==> src/rtl/multi_cycle_adder.sv <==
// rtl/multi_cycle_adder.sv - multi-cycle ripple adder, CHUNK bits per clock, start/busy/done handshake
//
// Adds X + Y + Z (WIDTH bits plus carry-in). The add runs CHUNK bits per cycle
// over NCHUNK = WIDTH/CHUNK cycles. The carry is kept in a register between chunks.
// Optional macro: MULTI_CYCLE_ADDER_OVF_EN adds output V (signed overflow).
//
// Ports:
//   clk    in   rising-edge clock
//   rst    in   asynchronous active-high reset
//   start  in   request, sampled only while idle
//   X, Y   in   WIDTH-bit operands, captured on accept
//   Z      in   carry-in, captured on accept
//   S      out  registered sum of the last completed operation
//   C      out  registered carry-out of the last completed operation
//   busy   out  high while the add is running
//   done   out  one-cycle completion pulse
//   V      out  signed overflow of the last completed operation (macro only)
module multi_cycle_adder #(
    parameter int WIDTH = 16,
    parameter int CHUNK = 4
) (
    input  logic             clk,
    input  logic             rst,
    input  logic             start,
    input  logic [WIDTH-1:0] X,
    input  logic [WIDTH-1:0] Y,
    input  logic             Z,
    output logic [WIDTH-1:0] S,
    output logic             C,
    output logic             busy,
`ifdef MULTI_CYCLE_ADDER_OVF_EN
    output logic             done,
    output logic             V
`else
    output logic             done
`endif
);

    localparam int NCHUNK = WIDTH / CHUNK;
    localparam int CW     = (NCHUNK > 1) ? $clog2(NCHUNK) : 1;
    localparam logic [CW-1:0]    LAST     = CW'(NCHUNK - 1);
    localparam logic [WIDTH-1:0] LOW_MASK = {WIDTH{1'b1}} >> (WIDTH - CHUNK);

    typedef enum logic {
        IDLE = 1'b0,
        RUN  = 1'b1
    } state_t;

    state_t            state_q, state_d;
    logic [CW-1:0]     cnt_q;
    logic [WIDTH-1:0]  a_q, b_q, work_q;
    logic              carry_q;

    int                shift;
    logic [CHUNK-1:0]  a_chunk, b_chunk;
    logic [CHUNK:0]    sum_full;
    logic              cout;
    logic [WIDTH-1:0]  work_d;
    logic              is_last;

    always_comb begin
        state_d  = state_q;
        shift    = int'(cnt_q) * CHUNK;
        a_chunk  = CHUNK'(a_q >> shift);
        b_chunk  = CHUNK'(b_q >> shift);
        sum_full = {1'b0, a_chunk} + {1'b0, b_chunk} + (CHUNK+1)'(carry_q);
        cout     = sum_full[CHUNK];
        // Merge the new chunk into its slot of the working sum; other bits keep their value.
        work_d   = (work_q & ~(LOW_MASK << shift))
                 | (WIDTH'(sum_full[CHUNK-1:0]) << shift);
        is_last  = (cnt_q == LAST);
        case (state_q)
            IDLE: if (start) state_d = RUN;
            RUN:  if (is_last) state_d = IDLE;
            default: state_d = IDLE;
        endcase
    end

`ifdef MULTI_CYCLE_ADDER_OVF_EN
    logic msb_cin;
    // Sum bit = a ^ b ^ cin, so the carry into the MSB can be recovered from the result.
    assign msb_cin = a_q[WIDTH-1] ^ b_q[WIDTH-1] ^ work_d[WIDTH-1];
`endif

    always_ff @(posedge clk or posedge rst) begin
        if (rst) begin
            state_q <= IDLE;
            cnt_q   <= '0;
            a_q     <= '0;
            b_q     <= '0;
            work_q  <= '0;
            carry_q <= 1'b0;
            S       <= '0;
            C       <= 1'b0;
            done    <= 1'b0;
`ifdef MULTI_CYCLE_ADDER_OVF_EN
            V       <= 1'b0;
`endif
        end else begin
            state_q <= state_d;
            done    <= 1'b0;
            case (state_q)
                IDLE: begin
                    if (start) begin
                        a_q     <= X;
                        b_q     <= Y;
                        carry_q <= Z;
                        work_q  <= '0;
                        cnt_q   <= '0;
                    end
                end
                RUN: begin
                    work_q  <= work_d;
                    carry_q <= cout;
                    if (is_last) begin
                        S     <= work_d;
                        C     <= cout;
                        done  <= 1'b1;
                        // Wrap to 0 rather than NCHUNK so the counter stays in range.
                        cnt_q <= '0;
`ifdef MULTI_CYCLE_ADDER_OVF_EN
                        V     <= msb_cin ^ cout;
`endif
                    end else begin
                        cnt_q <= cnt_q + CW'(1);
                    end
                end
                default: ;
            endcase
        end
    end

    assign busy = (state_q == RUN);

endmodule

==> config.mk <==
export PLATFORM = sky130hd
export DESIGN_NAME = multi_cycle_adder
export DESIGN_NICKNAME = d
export VERILOG_FILES = /design/src/rtl/multi_cycle_adder.sv
export SDC_FILE = /design/constraint.sdc
export NUM_CORES = 1
export LEC_CHECK = 0
export ABC_CLOCK_PERIOD_IN_PS = 2300
export BUFFER_PORTS_ARGS = -buffer_cell sky130_fd_sc_hd__buf_2
export CAP_MARGIN = 20
export CORE_UTILIZATION = 45
export DETAILED_ROUTE_END_ITERATION = 8
export MAX_ROUTING_LAYER = met4
export PLACE_DENSITY_LB_ADDON = 0.2
export SLEW_MARGIN = 0
export SYNTH_ARGS = -nofsm -noshare
export SYNTH_HDL_FRONTEND = slang
export SYNTH_SLANG_ARGS = --single-unit
==> constraint.sdc <==
create_clock -name clk -period 2.3 [get_ports clk]
set_input_delay 0.23 -clock clk [delete_from_list [all_inputs] [get_ports clk]]
set_output_delay 0.23 -clock clk [all_outputs]
set_load 0.02 [all_outputs]
Word-level counts from Yosys, hierarchy flattened:

Cells that the tools add are included.

* flip-flop bits (word level): 70
* word-level logic and storage cells: 36

* add/sub/neg operators: 3
* equal/unequal tests: 2
* shift-type cells: 4
* multiplexer cells: 12
* bitwise gates (word level): 4
* reductions and logical operators: 2

Operators by type and width (number)
* one-hot mux 16 bit (2 select lines): 1
* >> shifter 16 x 4 -> 4 bit: 2
* bitwise AND 16 bit: 1
* 2-to-1 mux 16 bit: 1
* inverter 16 bit: 1
* OR 16 bit: 1
* left shift 4 x 4 -> 16 bit: 1
* left shift 4 x 4 -> 16 bit, first input constant: 1
* adder 4 x 4 -> 5 bit: 1
* adder 5 x 1 -> 5 bit: 1
* 2-to-1 mux 1 bit: 5
* 2-to-1 mux 2 bit: 2
* one-hot mux 1 bit (2 select lines): 2
* one-hot mux 2 bit (2 select lines): 1
* AND reduction 2 bit: 2
* adder 2 x 1 -> 2 bit, second input constant: 1
* equality test 2 bit, second input constant: 1
* inequality test 2 bit, second input constant: 1
* inverter 1 bit: 1

Logic depth before layout (Yosys ltp):

Gate-level depths: netlist of the first run.

* depth in word-level cells: 6
* mapped depth: 8

Least setup slack after synthesis of the first run:

No wires, ideal clock.

* path kind: register to register
* start point: reg cnt_q[0]
* end point: reg S[10]
* arrival: 2.405 ns
* setup slack: -0.230 ns
* stages on the path, launching flop included: 9
* cell sequence: dfrtp_1 buf_2 buf_4 mux4_2 fa_1 fa_1 xor2_1 a221oi_1 nor2_1

* cells in the longest elaborated chain, start to end: 5
* elaborated cells on any way between the ends: 11
* those cells by class: add/sub (2); eq/ne (1); shift (4); bitwise (3); reduce/logical (1)

Ends and longest elaborated chain
* from (decl): line 50 `logic [CW-1:0] cnt_q;`
* from (signal assigned): line 125 `cnt_q <= cnt_q + CW'(1);`
* >> shifter 16 x 4 -> 4 bit (on tied branches): line 64, 65
* adder 4 x 4 -> 5 bit: line 66 `sum_full = {1'b0, a_chunk} + {1'b0, b_chunk} + (CHUNK+1)'(carry_q);`
* adder 5 x 1 -> 5 bit: line 66
* left shift 4 x 4 -> 16 bit: line 70 `| (WIDTH'(sum_full[CHUNK-1:0]) << shift);`
* OR 16 bit: line 70
* to (signal assigned): line 116 `S <= work_d;`
* to (decl): line 28 `output logic [WIDTH-1:0] S,`

Several ways; a longest one is shown, not always the timed one.
A chain may end at the register's enable or synchronous reset.

Worst setup path after layout of the first run:

* start point: reg cnt_q[0]
* end point: reg S[15]

The elaborated chain is that of the path after synthesis.

==> results of run 1 <==
==> flip-flops by register name, indices dropped and copies added (netlist names) <==
register and cells:
C 1, S 16, a_q 16, b_q 16, busy 1, carry_q 1, cnt_q 2, done 1
work_q 12
==> final timing paths <==
check / cells after the start / slack [ps] / endpoint
max: 6 / -30 / S[15]
min: 2 / 4 / S[11]
max reg2reg: 6 / -30 / S[15]
min reg2reg: 1 / 480 / a_q[10]
max in group asynchronous: 3 / 1660 / work_q[9]
min in group clk: 2 / 100 / a_q[14]
==> through the flow <==
step           hold slack (ps)  utilization  TNS [ps]  cells  area, µm²
2_1_floorplan              313            -      -374    242       3220
3_3_place_gp               386        0.532     -93.4    389       3610
3_5_place_dp               387        0.532      -239    389       3610
4_1_cts                   14.4        0.571      -413    406       3880
5_1_grt                   61.2        0.571      -948    406       3880
6_report                  4.24        0.571     -67.7    406       3880
==> routing by layer <==
metal	wire length [µm]	global-route usage	vias to the layer above
met1	3040	0.267	1102
met5	0	-	-
li1	-	-	1032
met3	277	0.0558	9
met4	97	0.0682	0
met2	3220	0.328	59
==> cells in the final DEF (no fill, tap or decap), drive strengths merged, types with 6 or more instances in the layout <==
cell type  Yosys  layout
dfrtp         66      66
ha             7       7
mux2          32      32
nand2          6       6
inv            8       8
a32o           9       9
o2111ai        6       6
mux4           8       8
nor2          20      20
a221oi         9       9
nand3          6       6
buf           17      71
clkbuf         2      11
==> final cells by class <==
| type | instances | area [µm²] | area share |
|---|---|---|---|
| Clock buffer | 11 | 151 | 0.0391 |
| Clock inverter | 5 | 52.6 | 0.0136 |
| Inverter | 8 | 30.0 | 0.00775 |
| Multi-Input combinational cell | 149 | 1460 | 0.375 |
| Sequential cell | 66 | 1650 | 0.426 |
| Tap cell | 96 | 120 | 0.0310 |
| Timing Repair Buffer | 71 | 414 | 0.107 |
==> critical path, cell delays in order, from the launching register on <==
cell	delay (ps)
sky130_fd_sc_hd__dfrtp_1	400
sky130_fd_sc_hd__buf_6	200
sky130_fd_sc_hd__mux4_2	550
sky130_fd_sc_hd__ha_4	300
sky130_fd_sc_hd__a21o_1	220
sky130_fd_sc_hd__or3_1	320
sky130_fd_sc_hd__a41o_1	240
==> logic make-up after synthesis <==
| family | share of synthesized area |
|---|---|
| AND/OR/NAND/NOR | 0.0938 |
| AO/OA/AOI/OAI | 0.112 |
| buffers and inverters | 0.0453 |
| XOR/XNOR | 0.00278 |
| multiplexers | 0.181 |
| adder cells (fa/ha/maj) | 0.0405 |
| flip-flops | 0.525 |
==> timing repair <==
action | 4_1_cts | 5_1_grt
setup buffers | 1 | 0
setup endpoints to repair | 9 | 22
pin swaps | 9 | 6
resized for setup | 10 | 0
==> results, run 1 <==
- The number of buffers on the longest clock path is 2.
- Compared with the post-synthesis result, the final layout area differs by 23.1%.
- The synthesized netlist net count is about 290.
- The floorplan die area is between 7000 and 8000 µm².
- In this run the worst path has a maximum fanout of 15.
- Subtracting the final worst setup slack from the clock period gives 2330 ps.
- For this run, the detailed router's first-pass iteration total came to 4.
- The origin of the worst setup path is cnt_q[0].
- The relative slew slack is 0.512.
- The critical path is of the flip-flop to flip-flop type.
- The commonest cells after synthesis are 66 x sky130_fd_sc_hd__dfrtp_1, 29 x sky130_fd_sc_hd__mux2_1, 19 x sky130_fd_sc_hd__nor2_1.
- Setup violations remaining at the end of the flow were counted as 5.
- The run finished, with violations left.
- For this run, the post-layout net count is between 300 and 400.
- The placeable core region is 6790 µm².
- The cell sitting at the root of the clock tree is a sky130_fd_sc_hd__clkbuf_8.
- The final number of max-transition violations is 0.
- The number of antenna violations at the first check in global routing was 0.
- 0 antenna diodes ended up in the layout.
- Between clock sinks in the finished design, the worst skew comes to between 7 and 8 ps.
- For this configuration, the core starts out at a cell density of 0.463.
- The data arrival time of the critical path is approximately 2600 ps.
- The number of hold buffers added after CTS was 0.
- The startpoint of the worst-slack reg-to-reg timing path is cnt_q[0].
- The first global-routing pass estimated approximately 11 mm of wire.
- Once detail routing completed, the nets flagged for antenna violations numbered 0.
- The layout has 587 filler cells.
- The overall die width is 85.6 µm.
- For this run, asynchronously set or reset flops after synthesis account for 1.00.
- In the global route stage, overall resource usage came out at 0.210.
- The leading register cell type out of synthesis is sky130_fd_sc_hd__dfrtp_1.
- A synthesized cell averages about 13 µm².
- After clock tree synthesis, the clock-pin slew on the worst setup and hold paths is 70 ps.
- The number of input and output port buffers inserted is between 50 and 60.
- The least setup slack across all paths after layout is -25.9 ps.
- By area the synthesized netlist is led by sky130_fd_sc_hd__dfrtp_1 52%, sky130_fd_sc_hd__mux2_1 10%, sky130_fd_sc_hd__mux4_2 5.7%.
- The number of placement rows is 30.
- The sequential fraction of the synthesis area is 0.525.
- The overall via count from detail_route is about 2,200.
- The type of the most critical hold path is primary input to asynchronous set/reset pin.
- Of the cells placed in the final design, the portion with a size suffix greater than 1 is 0.387.
- In the finished design, the share of the clock period the worst path needs comes to 1.01.
- Counting the buffers created by CTS gives 9.
- The tool flagged a number of max-cap violations equal to 0.
- The count of routing violations after the opening detailed-route iteration is around 130.
- The total wire length after detailed routing is between 6 and 7 mm.
- Setup repair after global routing could not meet its margin everywhere.
- The routed length per instance is approximately 16 µm.
- TritonCTS built the clock tree.
- The checks that failed: negative setup slack.
- The largest net degree at the start of global routing is 36.
- STA classifies the critical path startpoint as a flip-flop.
- In the routed layout, each cell is associated on average with a via count of 5.42.
- For this run, design rule violations remaining after detail routing come to 0.
- The cell accounting for the most synthesized area is sky130_fd_sc_hd__dfrtp_1.
- The worst setup path is captured at a flip-flop.
- The number of global-route vias before repair is ~2,200.
- The post-synthesis cell type count is 42.
- The congestion estimate from routability-driven global placement came to 0.818.
- The transition time at the pin with the least slew margin is 730 ps.
- Global routing finished with a remaining overflow of 0.
- The HPWL after detailed placement is around 4.7 mm.
- The setup slack at placement is -51.2 ps.
- The number of register bits inferred by synthesis is 66.
- The number of synthesized flops with an enable pin is 0.
- The synthesized cell area is between 3000 and 4000 µm².
- The clock latency of the later-clocked register in the worst-skew pair is roughly 340 ps.
- CTS built an H-tree with a depth of 3.
- The number of sinks handled by clock tree synthesis is 66.
- The height of the die is approximately 86 µm.
- The top achievable clock speed is around 0.43 GHz.
- The share of synthesized area in the top cell type comes to 0.525.
- The count of synthesis-stage warnings from yosys is 0.
- The number of I/O pins is 55.
- The number of failing hold endpoints at the final stage is 0.
- In the synthesized netlist, the number of instances is about 240.
- Among all cell types in the netlist, the one instantiated most often is sky130_fd_sc_hd__dfrtp_1.
- At the worst endpoint, the required time is ~2500 ps.
Power of run 1 is left out: the tool's default activity adds up to more than one toggle a clock period on the data nets, which glitch-free logic cannot reach.
==> inputs of run 2 (changes only) <==
--- a/config.mk
+++ b/config.mk
@@ -10,8 +10,8 @@
 export CAP_MARGIN = 20
 export CORE_UTILIZATION = 45
 export DETAILED_ROUTE_END_ITERATION = 8
-export MAX_ROUTING_LAYER = met4
 export PLACE_DENSITY_LB_ADDON = 0.2
+export REMOVE_ABC_BUFFERS = 1
 export SLEW_MARGIN = 0
 export SYNTH_ARGS = -nofsm -noshare
 export SYNTH_HDL_FRONTEND = slang
==> results, run 2 (synthesis gave the netlist of run 1 again) <==
- The flow ran to the end, but the final reports show violations.
- The checks that failed: negative setup slack.
- The critical path goes through mux4_2, fa_2, fa_2, xor2_4, buf_4, a32o_1.
- The share of post-route cells with drive strength above 1 is 0.410 (+0.0224).
- The count of routing violations after the opening detailed-route iteration is 131 (-2.2%).
- The routed length per instance is 15.9 µm (-2.5%).
- The overall die width came to 85.6 µm (unchanged).
- The type of the worst setup path is flip-flop to flip-flop.
- The number of input and output port buffers inserted is 54 (unchanged).
- The via density per instance is 5.36 (-1.2%).
- The overall via count from detail_route is 2,203 (+0.045%).
- The number of antenna violations at the first check in global routing was 0 (unchanged).
- Setup repair after global routing could not meet its margin everywhere.
- The number of antenna cells inserted came to 0 (unchanged).
- The routability congestion estimate is 0.771 (-5.8%).
- In this run the critical register-to-register path is launched from cnt_q[1].
- On the critical path, the stage with the largest delay is an instance of sky130_fd_sc_hd__mux4_2.
- In the final layout, the registers with the most flip-flops are S (16), a_q (16), b_q (16).
- The count of unresolved DRC violations after routing is 0 (unchanged).
- The wire length of the first global-routing pass is 10.8 mm (-3.2%).
- The type of the most critical hold path is primary input to flip-flop.
- The number of I/O pins came to 55 (unchanged).
- The level count of the clock H-tree is 3 (unchanged).
- The number of placement rows is 30 (unchanged).
- The top achievable clock speed is 0.414 GHz (-3.6%).
- The category of the worst setup path capture point is a flip-flop.
- The CTS buffer count is 9 (unchanged).
- The maximum fanout along the worst path is 6 (-9).
- In this run the clock root is driven by a sky130_fd_sc_hd__clkbuf_8.
- The worst min-delay path startpoint is X[4].
- The critical path's largest stage delay is 530 ps (-20 ps).
- The most common cell after layout, fill and taps aside is sky130_fd_sc_hd__dfrtp_1.
- The total wire length after detailed routing came to 6.55 mm (-1.3%).
- The required arrival time at the worst endpoint is 2520 ps (about the same).
- The number of global-route vias before repair is 2,193 (+1.3%).
- The number of failing hold endpoints at the final stage came to 0 (unchanged).
- The clock edge transition at the registers on the reported setup and hold paths was 70 ps (about the same).
- The TritonCTS clock tree is done.
- The post-route minimum period is 2410 ps (+87.0 ps).
- The max-cap check violation count is 0 (unchanged).
- The relative slew slack came to 0.472 (-0.0404).
- The top cell types in the final layout, fill and taps aside, are 66 x sky130_fd_sc_hd__dfrtp_1, 54 x sky130_fd_sc_hd__buf_2, 29 x sky130_fd_sc_hd__mux2_1, 19 x sky130_fd_sc_hd__nor2_1, 19 x sky130_fd_sc_hd__buf_4.
- The starting density of the core is 0.463 (unchanged).
- The startpoint type of the worst setup path is a flip-flop.
- The total routing usage reported by global routing is 0.192 (-0.0179).
- The transition time at the pin with the least slew margin is 790 ps (+60.4 ps).
- The floorplan die area came to 7330 µm² (unchanged).
- The ratio of final minimum period to clock period is 1.05 (+0.0378).
- The number of routed nets with antenna violations is 0 (unchanged).
- The largest net degree at the start of global routing is 67 (+86%).
- The total setup violations reported at the end of the flow is 6 (+1).
- The height of the die was 85.6 µm (unchanged).
- The clock latency of the later-clocked register in the worst-skew pair is 340 ps (about the same).
- The detailed placer's ending HPWL is 4.33 mm (-8.6%).
- The setup slack at placement is -269 ps (-218 ps).
- The final number of max-transition violations is 0 (unchanged).
- The number of buffers on the longest clock path was 2 (unchanged).
- The post-route clock skew is 7.65 ps (+0.293 ps).
- The layout net count is 356 (+1.7%).
- The data arrival time of the critical path was 2640 ps (+80 ps).
- Tracing the worst setup path back leads to its startpoint at cnt_q[1].
- The overall overflow remaining after global route is 0 (unchanged).
- The least setup slack across all paths after layout was -113 ps (-87.0 ps).
- The number of sinks handled by clock tree synthesis was 66 (unchanged).
- The number of detailed-route iterations in the first pass is 4 (unchanged).
- The most numerous cell on the critical path is sky130_fd_sc_hd__fa_2.
- Compared with the post-synthesis result, the final layout area differs by 26.9%.
- The core occupancy in the finished layout is 0.588 (+0.0177).
- The placeable core region is 6790 µm² (unchanged).
==> run 2: cell count changes in the layout (fill, tap and decap cells not counted), sizes merged <==
cell | before | now
buf | 71 | 76
bufinv | 1 | 3
clkbuf | 11 | 9
clkinv | 3 | 1
dlygate4sd3 | 0 | 1
inv | 8 | 9
==> run 2: final cells by class <==
cell class	instances	area, µm²
multi-input combinational	149	1490
clock buffer	9	124
fill	565	2800
tap	96	120
clock inverter	6	115
inverter	8	30.0
timing repair buffer	77	465
sequential	66	1650
==> run 2: final timing paths <==
| kind | cells past startpoint | slack (ps) | to |
|---|---|---|---|
| max in group asynchronous | 4 | 1510 | C |
| hold / removal | 2 | 100 | a_q[4] |
| setup reg to reg | 6 | -110 | work_q[10] |
| min in group asynchronous | 4 | 500 | S[5] |
| setup / recovery | 6 | -110 | work_q[10] |
| hold reg to reg | 1 | 490 | b_q[13] |
==> run 2: stage by stage <==
stage,std cells,area (µm²),setup TNS [ps],hold WS (ps)
6_report,411,4000,-415,102
5_1_grt,411,4000,-1290,79.1
4_1_cts,408,3930,-383,76.9
3_5_place_dp,389,3560,-2400,332
3_3_place_gp,389,3560,-1870,332
2_1_floorplan,223,3040,-25810,316
==> run 2: worst max-delay path: cells and delay by family, from the launching register on <==
kind / cells / cell delay [ps]
AOI/OAI and AO/OA: 1 / 240
xor gates and xnor gates: 1 / 200
adders and majority gates: 2 / 800
DFF: 1 / 370
muxes: 1 / 530
buffers and inverters: 1 / 150
==> run 2: per-layer routing <==
| metal | wire (µm) | part of all wire | vias to the layer above | track usage |
|---|---|---|---|---|
| li1 | - | - | 1043 | - |
| met1 | 2880 | 0.44 | 1087 | 0.240 |
| met2 | 3320 | 0.51 | 69 | 0.319 |
| met3 | 312 | 0.048 | 4 | 0.0635 |
| met4 | 38 | 0.0058 | 0 | 0.0545 |
| met5 | 0 | 0 | - | 0 |
==> run 2: what timing repair did <==
item	CTS	global route
pin swaps	9	7
setup endpoints to repair	20	22
endpoints found under the hold margin	66	0
gates cloned	0	0
resized for setup	15	9
buffers inserted	3	3
hold buffers	1	0
Power of run 2 is left out for the same reason.
